`src/rtl/vga_pkg.sv`:
```
// Shared VGA timing definitions: default 640x480@60 modes, sync polarities,
// and the per-axis timing-mode struct used to configure each axis counter.
package vga_pkg;

  // One axis of raster timing, in pixels (horizontal) or lines (vertical).
  typedef struct packed {
    logic [15:0] active;
    logic [15:0] fp;
    logic [15:0] sync;
    logic [15:0] bp;
  } timing_mode_t;

  localparam logic POL_NEG = 1'b0;
  localparam logic POL_POS = 1'b1;

  localparam timing_mode_t VGA_640X480_H = '{active: 16'd640, fp: 16'd16, sync: 16'd96, bp: 16'd48};
  localparam timing_mode_t VGA_640X480_V = '{active: 16'd480, fp: 16'd10, sync: 16'd2,  bp: 16'd33};

  // Full period of one axis: active, front porch, sync and back porch.
  function automatic int mode_total(input timing_mode_t m);
    return int'(m.active) + int'(m.fp) + int'(m.sync) + int'(m.bp);
  endfunction

endpackage

```
`src/rtl/vga_axis_counter.sv`:
```
// One raster axis: wrapping position counter with active-region and
// sync-pulse decode. Used once per line (horizontal) and once per frame
// (vertical, enabled by the horizontal wrap).
module vga_axis_counter
  import vga_pkg::*;
#(
  parameter int           CNT_W = 11,
  parameter timing_mode_t MODE  = VGA_640X480_H
) (
  input  logic             clk,
  input  logic             rst,
  input  logic             en,
  output logic [CNT_W-1:0] cnt,
  output logic             wrap,
  output logic             active,
  output logic             sync
);

  localparam int               TOTAL    = mode_total(MODE);
  localparam logic [CNT_W-1:0] LAST     = CNT_W'(TOTAL - 1);
  // Decode bounds are one bit wider so an end point equal to 2^CNT_W still compares correctly.
  localparam logic [CNT_W:0]   ACT_END  = (CNT_W+1)'(int'(MODE.active));
  localparam logic [CNT_W:0]   SYNC_LO  = (CNT_W+1)'(int'(MODE.active) + int'(MODE.fp));
  localparam logic [CNT_W:0]   SYNC_HI  = (CNT_W+1)'(int'(MODE.active) + int'(MODE.fp) + int'(MODE.sync));

  assign wrap   = en && (cnt == LAST);
  assign active = {1'b0, cnt} < ACT_END;
  assign sync   = ({1'b0, cnt} >= SYNC_LO) && ({1'b0, cnt} < SYNC_HI);

  // Position counter: step on enable, return to 0 after the last position.
  always_ff @(posedge clk or negedge rst) begin
    if (!rst) begin
      cnt <= '0;
    end else if (en) begin
      // NOTE: state registers use non-blocking assignment so every flop samples pre-edge values.
      cnt <= (cnt == LAST) ? '0 : cnt + CNT_W'(1);
    end
  end

endmodule

```
`src/rtl/vga_timing_gen.sv`:
```
// Parametrised VGA raster timing generator. Divides clk down to a pixel
// strobe, runs horizontal/vertical axis counters, registers sync/de/coords
// one pixel behind the counters, and blanks the renderer colour outside
// the visible region.
// Optional build macro VGA_TESTPATTERN_EN adds input tp_sel, which replaces
// the renderer colour with eight vertical colour bars.
module vga_timing_gen
  import vga_pkg::*;
#(
  parameter int   CLK_DIV  = 2,
  parameter int   COLOR_W  = 1,
  parameter int   CNT_W    = 11,
  parameter int   H_ACTIVE = int'(VGA_640X480_H.active),
  parameter int   H_FP     = int'(VGA_640X480_H.fp),
  parameter int   H_SYNC   = int'(VGA_640X480_H.sync),
  parameter int   H_BP     = int'(VGA_640X480_H.bp),
  parameter int   V_ACTIVE = int'(VGA_640X480_V.active),
  parameter int   V_FP     = int'(VGA_640X480_V.fp),
  parameter int   V_SYNC   = int'(VGA_640X480_V.sync),
  parameter int   V_BP     = int'(VGA_640X480_V.bp),
  parameter logic HS_POL   = POL_NEG,
  parameter logic VS_POL   = POL_NEG
) (
  input  logic               clk,
  input  logic               rst,
`ifdef VGA_TESTPATTERN_EN
  input  logic               tp_sel,
`endif
  input  logic [COLOR_W-1:0] pix_r,
  input  logic [COLOR_W-1:0] pix_g,
  input  logic [COLOR_W-1:0] pix_b,
  output logic               pix_ce,
  output logic               hsync,
  output logic               vsync,
  output logic               de,
  output logic [CNT_W-1:0]   x_pos,
  output logic [CNT_W-1:0]   y_pos,
  output logic               line_start,
  output logic               frame_start,
  output logic [COLOR_W-1:0] vga_r,
  output logic [COLOR_W-1:0] vga_g,
  output logic [COLOR_W-1:0] vga_b
);

  localparam timing_mode_t H_MODE = '{active: 16'(H_ACTIVE), fp: 16'(H_FP), sync: 16'(H_SYNC), bp: 16'(H_BP)};
  localparam timing_mode_t V_MODE = '{active: 16'(V_ACTIVE), fp: 16'(V_FP), sync: 16'(V_SYNC), bp: 16'(V_BP)};

  localparam int               DIV_W    = (CLK_DIV > 1) ? $clog2(CLK_DIV) : 1;
  localparam logic [DIV_W-1:0] DIV_LAST = DIV_W'(CLK_DIV - 1);

  logic [DIV_W-1:0] divider;
  logic [DIV_W-1:0] divider_nxt;
  logic [CNT_W-1:0] h_cnt, v_cnt;
  logic             h_wrap, v_wrap;
  logic             h_active, v_active;
  logic             h_sync, v_sync;
  logic             at_origin;

  assign divider_nxt = (divider == DIV_LAST) ? '0 : divider + DIV_W'(1);

  // Clock divider; pix_ce is registered so it is high exactly while divider == CLK_DIV-1.
  always_ff @(posedge clk or negedge rst) begin
    if (!rst) begin
      divider <= '0;
      pix_ce  <= 1'b0;
    end else begin
      divider <= divider_nxt;
      pix_ce  <= (divider_nxt == DIV_LAST);
    end
  end

  vga_axis_counter #(.CNT_W(CNT_W), .MODE(H_MODE)) u_h_axis (
    .clk    (clk),
    .rst    (rst),
    .en     (pix_ce),
    .cnt    (h_cnt),
    .wrap   (h_wrap),
    .active (h_active),
    .sync   (h_sync)
  );

  vga_axis_counter #(.CNT_W(CNT_W), .MODE(V_MODE)) u_v_axis (
    .clk    (clk),
    .rst    (rst),
    .en     (h_wrap),
    .cnt    (v_cnt),
    .wrap   (v_wrap),
    .active (v_active),
    .sync   (v_sync)
  );

  // Tracks that the counters sit at (0,0): true out of reset and after each full-frame wrap.
  always_ff @(posedge clk or negedge rst) begin
    if (!rst) begin
      at_origin <= 1'b1;
    end else if (pix_ce) begin
      at_origin <= v_wrap;
    end
  end

  // Pixel-aligned outputs, registered from the counters one pixel behind them.
  always_ff @(posedge clk or negedge rst) begin
    if (!rst) begin
      hsync       <= ~HS_POL;
      vsync       <= ~VS_POL;
      de          <= 1'b0;
      x_pos       <= '0;
      y_pos       <= '0;
      line_start  <= 1'b0;
      frame_start <= 1'b0;
    end else begin
      line_start  <= pix_ce && (h_cnt == '0) && v_active;
      frame_start <= pix_ce && at_origin;
      if (pix_ce) begin
        hsync <= h_sync ? HS_POL : ~HS_POL;
        vsync <= v_sync ? VS_POL : ~VS_POL;
        de    <= h_active && v_active;
        if (h_active && v_active) begin
          x_pos <= h_cnt;
          y_pos <= v_cnt;
        end
      end
    end
  end

`ifdef VGA_TESTPATTERN_EN
  localparam logic [CNT_W-1:0] BAR_LAST = CNT_W'(H_ACTIVE / 8 - 1);

  logic [2:0]       bar_idx;
  logic [CNT_W-1:0] bar_px;

  // Bar index follows x_pos: cleared with the first pixel of a line, stepped every H_ACTIVE/8 pixels.
  always_ff @(posedge clk or negedge rst) begin
    if (!rst) begin
      bar_idx <= '0;
      bar_px  <= '0;
    end else if (pix_ce && h_active) begin
      if (h_cnt == '0) begin
        bar_idx <= '0;
        bar_px  <= '0;
      end else if (bar_px == BAR_LAST) begin
        bar_idx <= bar_idx + 3'd1;
        bar_px  <= '0;
      end else begin
        bar_px  <= bar_px + CNT_W'(1);
      end
    end
  end

  // Colour select and blanking: bars or renderer colour inside the visible region, black elsewhere.
  always_comb begin
    // NOTE: every combinational output gets a default first so no path can infer a latch.
    vga_r = '0;
    vga_g = '0;
    vga_b = '0;
    if (de) begin
      if (tp_sel) begin
        vga_r = {COLOR_W{bar_idx[2]}};
        vga_g = {COLOR_W{bar_idx[1]}};
        vga_b = {COLOR_W{bar_idx[0]}};
      end else begin
        vga_r = pix_r;
        vga_g = pix_g;
        vga_b = pix_b;
      end
    end
  end
`else
  // Blanking: renderer colour passes only inside the visible region.
  always_comb begin
    vga_r = de ? pix_r : '0;
    vga_g = de ? pix_g : '0;
    vga_b = de ? pix_b : '0;
  end
`endif

endmodule

```
`config.mk`:
```
export PLATFORM = sky130hd
export DESIGN_NAME = vga_timing_gen
export DESIGN_NICKNAME = d
export VERILOG_FILES = /design/src/rtl/vga_pkg.sv /design/src/rtl/vga_axis_counter.sv /design/src/rtl/vga_timing_gen.sv
export SDC_FILE = /design/constraint.sdc
export NUM_CORES = 1
export LEC_CHECK = 0
export BUFFER_PORTS_ARGS = -buffer_cell sky130_fd_sc_hd__buf_2
export CORE_MARGIN = 10
export CORE_UTILIZATION = 55
export CTS_BUF_LIST = sky130_fd_sc_hd__clkbuf_8
export DETAILED_ROUTE_END_ITERATION = 10
export MAX_ROUTING_LAYER = met4
export PLACE_DENSITY = 0.78
export REMOVE_ABC_BUFFERS = 1
export SKIP_CTS_REPAIR_TIMING = 1
export SLEW_MARGIN = 20
export SYNTH_ARGS = -nofsm -noshare
export SYNTH_HDL_FRONTEND = slang
export SYNTH_SLANG_ARGS = --single-unit
```
`constraint.sdc`:
```
create_clock -name clk -period 2.3 [get_ports clk]
set_clock_uncertainty 0.15 [all_clocks]
set_input_delay 0.345 -clock clk [delete_from_list [all_inputs] [get_ports clk]]
set_output_delay 0.345 -clock clk [all_outputs]
set_load 0.005 [all_outputs]
```
Word level (Yosys, flattened, before mapping)
Index checks and enable logic that the tools add are counted.
{ "classes": {"add_sub_neg": 3, "magnitude_cmp": 6, "n_eq_ne": 2, "n_mux": 8, "reduce_logical": 10} }
{ "op_table": {"columns": ["op", "count"], "rows": [
  ["$add A11 B1 Y11 const B", 2],
  ["$eq A11 B10 Y1 const B", 2],
  ["$lt A11 B10 Y1 const B", 2],
  ["$lt A11 B9 Y1 const B", 2],
  ["$mux W11", 2],
  ["$ge A11 B10 Y1 const B", 1],
  ["$ge A11 B9 Y1 const B", 1],
  ["$logic_not A11 Y1", 1],
  ["$logic_and A1 B1 Y1", 8],
  ["$mux W1", 6],
  ["$reduce_and A2 Y1", 1],
  ["$add A1 B1 Y1 const B", 1]
]} }
{ "word_totals": {"register_bits": 51, "input_bits": 5, "output_inout_bits": 31, "wordCells": 40} }

Longest topological paths before layout
{ "logic_depth": {"ltp_word": 3, "mapped_depth": 6, "depth_no_buf": 6} }

Modules after synthesis
Synthesis repeated with hierarchy kept, for this count alone.
{ "hier_totals": {"cells_unflattened": 194, "hier_area_um2": 2427.3} }
{ "by_module_without_submodules": {"columns": ["module", "instances", "cells_per_inst", "area_each_um2", "seq_area_each_um2"], "rows": [
  ["vga_timing_gen", 1, 71, 1183.6, 729.4],
  ["vga_axis_counter at u_v_axis", 1, 60, 629.4, 275.3],
  ["vga_axis_counter at u_h_axis", 1, 63, 614.3, 275.3]
]} }

Worst setup path before layout
Ideal clock, no wire load.
{ "synth_timing": {"kind": "register to register", "start": "register u_h_axis.cnt[5]", "end": "register u_v_axis.cnt[3]", "setup_time_ns": 0.069, "t_arrival_ns": 1.813, "required_time_ns": 2.081, "setup_slack_ns": 0.268, "stages_incl_launch_ff": 6, "n_path_buf": 1, "synth_period_minus_slack_ns": 2.032, "path_cell_list": "dfrtp_1 > buf_6 > or4b_4 > or3_4 > or3_1 > nand3_1"} }
{ "synth_via": {"elab_chain_len": 2} }
{ "synth_lines": {"columns": ["element", "line", "rtl"], "rows": [
  ["start: declaration", "vga_axis_counter.sv:13", "output logic [CNT_W-1:0] cnt,"],
  ["start signal: assignment", "vga_axis_counter.sv:36", "cnt <= (cnt == LAST) ? '0 : cnt + CNT_W'(1);"],
  ["$eq A11 B10 Y1", "vga_axis_counter.sv:26", "assign wrap = en && (cnt == LAST);"],
  ["$logic_and A1 B1 Y1", "vga_axis_counter.sv:26", null],
  ["end signal: assignment", "vga_axis_counter.sv:36", null],
  ["end: declaration", "vga_axis_counter.sv:13", null]
]} }
Every way passes these cells.
A chain may end at the register's enable or synchronous reset.

Final worst setup path
{ "layout_timing": {"start": "register u_h_axis.cnt[7]", "end": "register u_v_axis.cnt[3]"} }
Same word-level chain as after synthesis.

==> results.md <==
- Status: finished, violations left
- Violated checks: negative hold slack
- Die Area: 7250 um^2
- Most common cell after layout, fill and taps aside: dfrtp_1
- Routed WL: 4.49 mm
- Area delta synth->final: 13.7%
- Initial antenna violation count: 0
- Synth cell types: 42
- Power share of the combinational group: 1.7%
- Total track usage: 12.8%
- Dominant synthesized flop cell: dfrtp_1
- Reg-to-Reg Start: u_h_axis.cnt[7]
- IO Port Bufs: 35
- Sw frac: 21.4%
- Min Tclk post-route: 2090 ps
- Root buffer cell: clkbuf_8
- RSZ-0062 raised after global routing: false
- RD Place Congestion: 0.826
- Final ANT Viol Nets: 0
- CP arrival: 2180 ps
- Final Hold Viols: 46
- Crit-path cells: or4b_4, or3_4, or3_1, nand3_1
- Starting DRC count in detailed routing: 78
- Max-Slew Margin vs Limit: 59.2%
- Post-synth EDFFs: 0
- Die width: 85.2 um
- Sink Count: 51
- Clock power share: 37.0%
- Vias in the first global route: 1560
- Yosys warns: 0
- Dpl cell area: 2560 um^2
- Synthesized flop and latch total: 51
- Min-Delay Path Class: input pin to asynchronous set/reset pin
- Die Ht: 85.2 um
- Worst setup EP type: register
- Slowest-stage cell, CP: or4b_4
- Crit path largest cell delay: 580 ps
- Avg Vias per Cell: 5.56
- Worst-case clock buffer depth: 2
- Largest net degree at the start of global routing: 52
- Design Area, Final: 2660 um^2
- Max-cap violations: 0
- Psw: 0.000313 W
- Pleak: 1.30 nW
- Floorplan row count: 23
- CTS buffer count: 5
- CTS clk-pin slew, worst paths: 90 ps
- Clock Latency Late Sink: 310 ps
- Fin crit share: 90.8%
- Int Power: 0.00115 W
- Via count: 1608
- Crit path from: u_h_axis.cnt[7]
- Maximum clock frequency: 0.479 GHz
- First drt pass iteration count: 4
- Diode count: 0
- Syn Area/Cell: 11.9 um^2
- Worst-Margin Slew: 612 ps
- Core box area: 4060 um^2
- WL/cell: 15.5 um
- Worst vdd ir: 0.318 mV
- CTS tree: built
- Setup TNS: 0 ps
- Commonest non-fill, non-tap cells in the layout: dfrtp_1, buf_2, mux2_2
- Worst hold slack: -17.5 ps
- # setup viols final: 0
- Reg power frac: 61.3%
- Cells after synthesis: 197
- Grt ovf: 0
- Startpoint Class: register
- Fin. max-slew vios: 0
- Post-synthesis sequential area ratio: 54.8%
- First-pass GRT wire length: 7.49 mm
- Kind of critical path: register to register
- Power per cell area: 550 nW/um^2
- Final net count: 248
- Num ports: 36
- # DRC: 0
- HPWL after DPL: 3.22 mm
- Proportion of layout cells with a drive suffix above 1: 33.1%
- Initial Util: 57.5%
- Critical path fanouts, max: 7
- Asr flop ratio synth: 100%
- H-Tree Level Count: 2
- Netlist Area Pre-Place: 2330 um^2
- Critical Path RT: 2390 ps
-- stage by stage --
step	worst slack [ps]	power (W)	hold WS, ps	std cells	utilization, %
2_1_floorplan	33.4	0.000916	-101	187	-
3_3_place_gp	262	0.000940	314	281	63.0
5_1_grt	129	0.00151	26.9	289	65.4
3_5_place_dp	211	0.000940	316	281	63.0
4_1_cts	205	0.00148	-0.986	289	65.4
6_report	213	0.00146	-17.5	289	65.4
-- kinds of logic after synthesis --
logic type | after synthesis | share of synthesized area (%)
compound gates | 16 | 4.29
xor+xnor | 13 | 4.88
simple gates | 75 | 19.0
flops | 51 | 54.8
mux | 20 | 9.59
buf+inv | 17 | 4.72
fa+ha+maj | 5 | 2.68
-- power groups by stage --
stage,Clock [W],Combinational (W),Sequential (W)
global route,0.000585,0.0000290,0.000896
global placement,0,0.0000265,0.000914
CTS,0.000554,0.0000265,0.000896
detailed placement,0,0.0000266,0.000914
floorplan,0,0.00000242,0.000914
finish,0.000540,0.0000250,0.000896
-- routing by layer --
layer / global-route usage [%] / vias up / share of wire (%)
met5: - / - / 0
met4: 4.34 / 0 / 1.5
met3: 4.30 / 9 / 5.7
met2: 19.5 / 36 / 45
met1: 15.7 / 785 / 47
li1: - / 778 / -
-- worst max-delay path: cells and delay by family (launching register included) --
family        cells  cell delay [ps]
flops             1              450
simple gates      4             1430
-- flip-flops by register name, indices dropped and copies added, names as in the netlist --
| register | cells |
|---|---|
| at_origin | 1 |
| de | 1 |
| divider | 1 |
| frame_start | 1 |
| hsync | 1 |
| line_start | 1 |
| u_h_axis.cnt | 11 |
| u_v_axis.cnt | 11 |
| vsync | 1 |
| x_pos | 11 |
| y_pos | 11 |
-- cells in the mapped netlist (3+ instances only) --
master	count	area [um^2]
buf_6	3	33.8
nor3_1	6	30.0
and2_1	7	43.8
nand3_1	11	55.1
dfrtp_1	48	1200
xor2_1	7	61.3
nand4_1	7	43.8
nand2_1	10	37.5
xnor2_1	6	52.6
buf_2	3	15.0
a31oi_1	3	18.8
nor2_1	11	41.3
mux2_2	18	203
ha_1	5	62.6
inv_1	7	26.3
o21ai_0	6	30.0
dfstp_2	3	78.8
and4_1	5	43.8
-- path summary, 6_finish.rpt --
check	endpoint	slack, ps	cells past startpoint
max	u_v_axis.cnt[3]	210	4
min in group clk	x_pos[10]	340	1
max in group asynchronous	u_h_axis.cnt[5]	1610	2
max reg2reg	u_v_axis.cnt[3]	210	4
min	u_v_axis.cnt[6]	-20	2
min reg2reg	x_pos[10]	340	1
-- cell type report --
class / count / area [um^2]
Tap cell: 50 / 62.6
Clock inverter: 2 / 16.3
Clock buffer: 6 / 82.6
Timing Repair Buffer: 44 / 243
Sequential cell: 51 / 1280
Fill cell: 308 / 1400
Multi-Input combinational cell: 129 / 945
Inverter: 7 / 26.3
No activity file was read; power rests on OpenSTA's default activity.
